<file path="config.mk">
export PLATFORM = sky130hd
export DESIGN_NAME = alu_operand_arbiter
export DESIGN_NICKNAME = d
export VERILOG_FILES = /design/src/rtl/alu_pkg.sv /design/src/rtl/mux.sv /design/src/rtl/alu_operand_arbiter.sv
export SDC_FILE = /design/constraint.sdc
export NUM_CORES = 1
export LEC_CHECK = 0
export CORE_ASPECT_RATIO = 1.2
export CORE_MARGIN = 2
export CORE_UTILIZATION = 43
export DETAILED_ROUTE_END_ITERATION = 8
export PLACE_DENSITY = 0.84
export SYNTH_ARGS = -nofsm -noshare
export SYNTH_HDL_FRONTEND = slang
export SYNTH_HIERARCHICAL = 1
export SYNTH_SLANG_ARGS = --single-unit
</file>
<file path="constraint.sdc">
create_clock -name clk -period 2.86 [get_ports clk]
set_clock_uncertainty 0.1 [all_clocks]
set_input_delay 0.286 -clock clk [delete_from_list [all_inputs] [get_ports clk]]
set_output_delay 0.286 -clock clk [all_outputs]
set_load 0.005 [all_outputs]
</file>
<file path="src/rtl/alu_pkg.sv">
// Shared types and constants for the ALU operand path.
package alu_pkg;

    typedef enum logic {
        ARB_EMPTY = 1'b0,
        ARB_FULL  = 1'b1
    } arb_state_t;

    localparam int   ALU_WIDTH = 32;
    localparam logic SRC0      = 1'b0;
    localparam logic SRC1      = 1'b1;

endpackage

</file>
<file path="src/rtl/mux.sv">
// Plain 2:1 data multiplexer; sel=0 passes in1, sel=1 passes in2.
module mux #(
    parameter int WIDTH = 32
) (
    input  logic [WIDTH-1:0] in1,
    input  logic [WIDTH-1:0] in2,
    input  logic             sel,
    output logic [WIDTH-1:0] out
);

    assign out = sel ? in2 : in1;

endmodule

</file>
<file path="src/rtl/alu_operand_arbiter.sv">
// Two-source bounded-burst round-robin arbiter feeding a one-entry ALU operand register.
// state     | meaning
// ARB_EMPTY | output register holds no beat
// ARB_FULL  | output register holds a beat awaiting out_ready
module alu_operand_arbiter
    import alu_pkg::*;
#(
    parameter int WIDTH     = ALU_WIDTH,
    parameter int MAX_BURST = 2
) (
    input  logic             clk,
    input  logic             rst_n,
    input  logic             in0_valid,
    input  logic [WIDTH-1:0] in0_data,
    output logic             in0_ready,
    input  logic             in1_valid,
    input  logic [WIDTH-1:0] in1_data,
    output logic             in1_ready,
    output logic             out_valid,
    output logic [WIDTH-1:0] out_data,
    output logic             out_src,
    input  logic             out_ready
);

    localparam int             RUN_W   = $clog2(MAX_BURST + 1);
    localparam logic [RUN_W-1:0] RUN_MAX = RUN_W'(MAX_BURST);
    localparam logic [RUN_W-1:0] RUN_ONE = RUN_W'(1);

    arb_state_t       r_state;
    arb_state_t       w_state_nxt;
    logic             r_last;
    logic [RUN_W-1:0] r_run;
    logic [WIDTH-1:0] r_data;
    logic             r_src;

    logic             w_load;
    logic             w_gnt_vld;
    logic             w_gnt;
    logic [WIDTH-1:0] w_mux_out;

    assign out_valid = (r_state == ARB_FULL);
    assign out_data  = r_data;
    assign out_src   = r_src;
    assign w_load    = !out_valid || out_ready;

    always_comb begin
        w_gnt_vld = 1'b0;
        w_gnt     = SRC0;
        if (w_load) begin
            if (in0_valid && in1_valid) begin
                w_gnt_vld = 1'b1;
                w_gnt     = (r_run < RUN_MAX) ? r_last : ~r_last;
            end else if (in0_valid) begin
                w_gnt_vld = 1'b1;
                w_gnt     = SRC0;
            end else if (in1_valid) begin
                w_gnt_vld = 1'b1;
                w_gnt     = SRC1;
            end
        end
    end

    // Readies are masked during reset so no upstream beat looks accepted while held in reset.
    assign in0_ready = rst_n && w_gnt_vld && (w_gnt == SRC0);
    assign in1_ready = rst_n && w_gnt_vld && (w_gnt == SRC1);

    mux #(
        .WIDTH (WIDTH)
    ) u_mux (
        .in1 (in0_data),
        .in2 (in1_data),
        .sel (w_gnt),
        .out (w_mux_out)
    );

    always_ff @(posedge clk or negedge rst_n) begin
        if (!rst_n) begin
            r_state <= ARB_EMPTY;
        end else begin
            r_state <= w_state_nxt;
        end
    end

    always_comb begin
        w_state_nxt = r_state;
        case (r_state)
            ARB_EMPTY: begin
                if (w_gnt_vld) w_state_nxt = ARB_FULL;
            end
            ARB_FULL: begin
                if (out_ready && !w_gnt_vld) w_state_nxt = ARB_EMPTY;
            end
            default: w_state_nxt = ARB_EMPTY;
        endcase
    end

    // last=1 with a saturated run makes the first contention after reset go to in0.
    always_ff @(posedge clk or negedge rst_n) begin
        if (!rst_n) begin
            r_last <= SRC1;
            r_run  <= RUN_MAX;
        end else if (w_gnt_vld) begin
            if (w_gnt == r_last) begin
                r_run <= (r_run >= RUN_MAX) ? RUN_MAX : r_run + RUN_ONE;
            end else begin
                r_last <= w_gnt;
                r_run  <= RUN_ONE;
            end
        end
    end

    always_ff @(posedge clk or negedge rst_n) begin
        if (!rst_n) begin
            r_data <= '0;
            r_src  <= SRC0;
        end else if (w_gnt_vld) begin
            r_data <= w_mux_out;
            r_src  <= w_gnt;
        end
    end

endmodule
</file>
# After elaboration in Yosys (flattened, before gate mapping)
# Cells that the tools add are included.
# W data, S select, Z words.
# word_totals
elab_cells,36
output_inout_bits,36
register_bits,37
input_bits,69
# op_classes
bitwise_logic,4
reduce_logical,9
magnitude_cmp,2
add_sub_neg,1
mux,14
n_eq_ne,1
# op_table
cell,n
$mux W32,1
$mux W1,10
$logic_and A1 B1 Y1,5
$mux W2,2
$not A1 Y1,4
$add A2 B1 Y2 const B,1
$ge A2 B2 Y1 const B,1
$logic_not A1 Y1,2
$lt A2 B2 Y1 const B,1
$pmux W1 S2,1
$reduce_and A2 Y1,1
$eq A1 B1 Y1,1
$logic_or A1 B1 Y1,1

# Longest topological paths before layout
# logic_depth
ltp_word,8
mapped_depth,8

# Hierarchy
# Netlist, hierarchy kept.
# by_module_without_submodules
module,n_inst,cells_each,area_each_um2
alu_operand_arbiter,1,167,1512.7
mux,1,36,544.3

# Least setup slack after synthesis
# Ideal clock, no wire load.
# synth_path
path_type,register to register
start,reg r_last
end,"reg r_data[28], in the netlist out_data[28]"
n_path_buf,2
arrival_time_ns,1.538
stages_incl_launch_ff,8
setup_slack_ns,1.106
setup_time_ns,0.117
synth_period_minus_slack_ns,1.754
path_cell_list,dfstp_2 > xnor2_1 > a21oi_2 > buf_6 > buf_12 > mux2_4 > nand2_1 > nand2_1
# synth_between
elab_chain_len,5
# synth_rtl
item,line_no,rtl
start: declaration,alu_operand_arbiter.sv:31,logic r_last;
start signal: assignment,alu_operand_arbiter.sv:106,r_last <= w_gnt;
$not A1 Y1,alu_operand_arbiter.sv:52,w_gnt = (r_run < RUN_MAX) ? r_last : ~r_last;
$mux W1 *,alu_operand_arbiter.sv:52,
$mux W1 *,alu_operand_arbiter.sv:50,if (in0_valid && in1_valid) begin
$mux W1 *,alu_operand_arbiter.sv:49,if (w_load) begin
via w_gnt,alu_operand_arbiter.sv:38,logic w_gnt;
$mux W32 *,mux.sv:11,assign out = sel ? in2 : in1;
via w_mux_out[28],alu_operand_arbiter.sv:39,logic [WIDTH-1:0] w_mux_out;
end signal: assignment,alu_operand_arbiter.sv:117,r_data <= w_mux_out;
end: declaration,alu_operand_arbiter.sv:33,logic [WIDTH-1:0] r_data;
# Mark *: on every way through the listed nets, which the timed path passes. The rest lies on a longest branch.
# A chain may end at the register's enable or synchronous reset.

# Worst setup path after layout
# layout_path
start,in out_ready
end,out in1_ready
# layout_between
word_cells_on_any_way,5
cone_classes,mux (2); reduce/logical (3)
# layout_lines
item,line_no,rtl
start: declaration,alu_operand_arbiter.sv:22,input logic out_ready
$logic_or A1 B1 Y1,alu_operand_arbiter.sv:44,assign w_load = !out_valid || out_ready;
$mux W1,alu_operand_arbiter.sv:49,
via w_gnt,alu_operand_arbiter.sv:38,
$logic_and A1 B1 Y1,alu_operand_arbiter.sv:65,assign in1_ready = rst_n && w_gnt_vld && (w_gnt == SRC1);
end: declaration,alu_operand_arbiter.sv:18,"output logic in1_ready,"
# The timed path passes the listed nets, and every way through them passes these cells.

==> flow_summary.ini <==
[power]
leakage_nw = 1.51
power_density_nw_per_um2 = 529
total_power_w = 0.00169
ir_drop_mv = 0.327

[worst_setup_path]
start_kind = input port
crit_path_end_kind = output pin
crit_arrival_ps = 1940
crit_type = input port to output pin
crit_required_ps = 2470
critPathMaxFanout = 5

[yosys]
ys.flop_type = dfrtp_1
netlist_instances = 203
yosysSeqAreaShare = 0.451
syn_avg_cell_area_um2 = 10.1
yosys-top-cells-area = dfrtp_1 (43%), mux2_4 (22%), nand2_1 (18%)
yosysWarningCount = 6
yosys.area.top_type_share = 0.426
synth_nets = 272
syn_area_um2 = 2060
synth-async-reset-ratio = 1.00
synth_top_area_cell = dfrtp_1
synth_edf_count = 0
synthDistinctLibCells = 28
synth-seq-cells = 37

[final_layout]
fin_util = 0.697
finalNetCount = 377
synthToLayoutAreaGrowth_pct = 55.7
num_antenna_cells = 0
drive_gt1_frac = 0.175
postLayoutCellArea_um2 = 3200
fill_cells = 383

[clocking]
cts_setup_buffers = 0
cts_tree = done
cts-root-buf = clkbuf_8
clk_latency_ps = 280
clk_pin_slew_ps = 70
clock_sinks = 37
cts_buffer_depth = 2
cts_made_buffers = 5
htree_levels = 2

[global_route]
grtUsageMet3 = 0.0621
antenna_found_initial = 0
grt_overflow = 0
use_met1 = 0.207
grt_pass1_vias = 1754
grt_pass1_wl_um = 7920
top_usage_layer = met2
grt_max_degree = 34
grt_util_all_layers = 0.197
use_met2 = 0.369

[timing]
fmax_mhz = 430
tns_ps = 0
relSlewSlack = 0.712
finalHoldViolations = 0
setup_violations = 0
rsz0062_at_grt = no
finalCritPeriodShare = 0.813
setup_ws_ps = 535
post-route-min-period_ps = 2320
slew_violations = 0
max_slew.worst_pin.slew_ps = 431

[floorplan]
fp.dieH_um = 79.8
coreArea_um2 = 4590
die_w_um = 67.1
die_area_um2 = 5360
initial_utilization = 0.448
io_pins = 105
std_cell_rows = 27

[routing]
viasPerCell = 4.80
drc = 0
antenna_left = 0
routedWlPerCell_um = 13.9
first_pass_iters = 4
via_count = 1761
drtIter0Drc = 61
wirelength_um = 5090

[placement]
port_buffers = 104
detailed_place.area_um2 = 3090
gp_congestion = 0.773
dp_hpwl_um = 3880
dp_slack_ps = 421

[worst_hold_path]
min_path_type = flip-flop to flip-flop

[run_status]
outcome = completed

[job]
cap_violations = 0
final timing paths:
| path | depth (start not counted) | to | slack (ps) | start |
|---|---|---|---|---|
| worst min-delay path | 2 | out_data[10]$_DFFE_PN0P_ | 380 | out_data[10]$_DFFE_PN0P_ |
| worst max-delay path | 6 | in1_ready | 540 | out_ready |
| min in group asynchronous | 2 | out_data[12]$_DFFE_PN0P_ | 390 | rst_n |
| max in group asynchronous | 3 | r_run[1]$_DFFE_PN1P_ | 1580 | rst_n |
| worst min register to register | 2 | out_data[10]$_DFFE_PN0P_ | 380 | out_data[10]$_DFFE_PN0P_ |
| worst max register to register | 6 | out_data[31]$_DFFE_PN0P_ | 840 | r_last$_DFFE_PN1P_ |
cell families (layout without fill, tap and decap cells):
kind of cell	Yosys count	in the layout	share of synthesized area
mux	33	33	0.235
simple gates	107	107	0.206
flops	37	37	0.451
buf+inv	13	119	0.0596
xor+xnor	1	1	0.00426
compound gates	12	12	0.0438
flip-flops by register name (all words and copies together) (netlist names):
| register | cells |
|---|---|
| out_data | 32 |
| r_run | 2 |
| out_src | 1 |
| out_valid | 1 |
| r_last | 1 |
metrics by stage:
step	instances	hold WS, ps
6_report	367	376
5_1_grt	367	404
4_1_cts	367	379
3_5_place_dp	358	156
3_3_place_gp	358	137
2_1_floorplan	203	-110
metal layers:
layer  routed length (µm)  vias to the layer above
met5                    0                        -
met4                   44                        0
met3                  429                        7
met2                 2740                       80
met1                 1870                      813
li1                     -                      861
Yosys cell counts (2+ instances only):
master,n
nand2_1,100
dfrtp_1,35
mux2_4,30
buf_2,5
buf_12,3
buf_4,3
a21o_2,2
a21oi_1,2
dfstp_2,2
mux2_2,2
o21ai_0,2
where the power goes:
group          leakage, nW  total, W  switching (W)  internal, W
Clock               0.0542  0.000392       0.000174     0.000218
Sequential           0.446  0.000689      0.0000632     0.000626
Combinational         1.00  0.000613       0.000224     0.000389
Total                 1.51   0.00169       0.000461      0.00123
layout make-up:
cell class                 count  area, µm²  share of cell area
inverter                       1       3.75             0.00117
clock buffer                   7       96.3              0.0301
clock inverter                 1       5.00             0.00156
timing repair buffer         110       1080               0.338
sequential                    37        928               0.290
multi-input combinational    153       1010               0.316
tap                           58       72.6              0.0227
critical path: stages:
cell and delay (ps):
clkdlybuf4s50_1 470, nand2b_1 250, nand2_1 130, a21oi_4 160
and2_1 140, clkdlybuf4s50_1 500
placed cells by master, fill, tap and decap left out, types with 2 or more instances in the layout:
cell,instances
clkdlybuf4s50_1,103
nand2_1,100
dfrtp_1,35
mux2_4,30
clkbuf_8,7
buf_4,5
a21o_2,2
a21oi_1,2
o21ai_0,2
dfstp_2,2
mux2_2,2
what timing repair did:
action | in CTS | in global routing
resized for setup | 0 | 0
hold buffers | 1 | 0
hold endpoints to repair | 14 | 0
(Power assumes the default switching activity.)
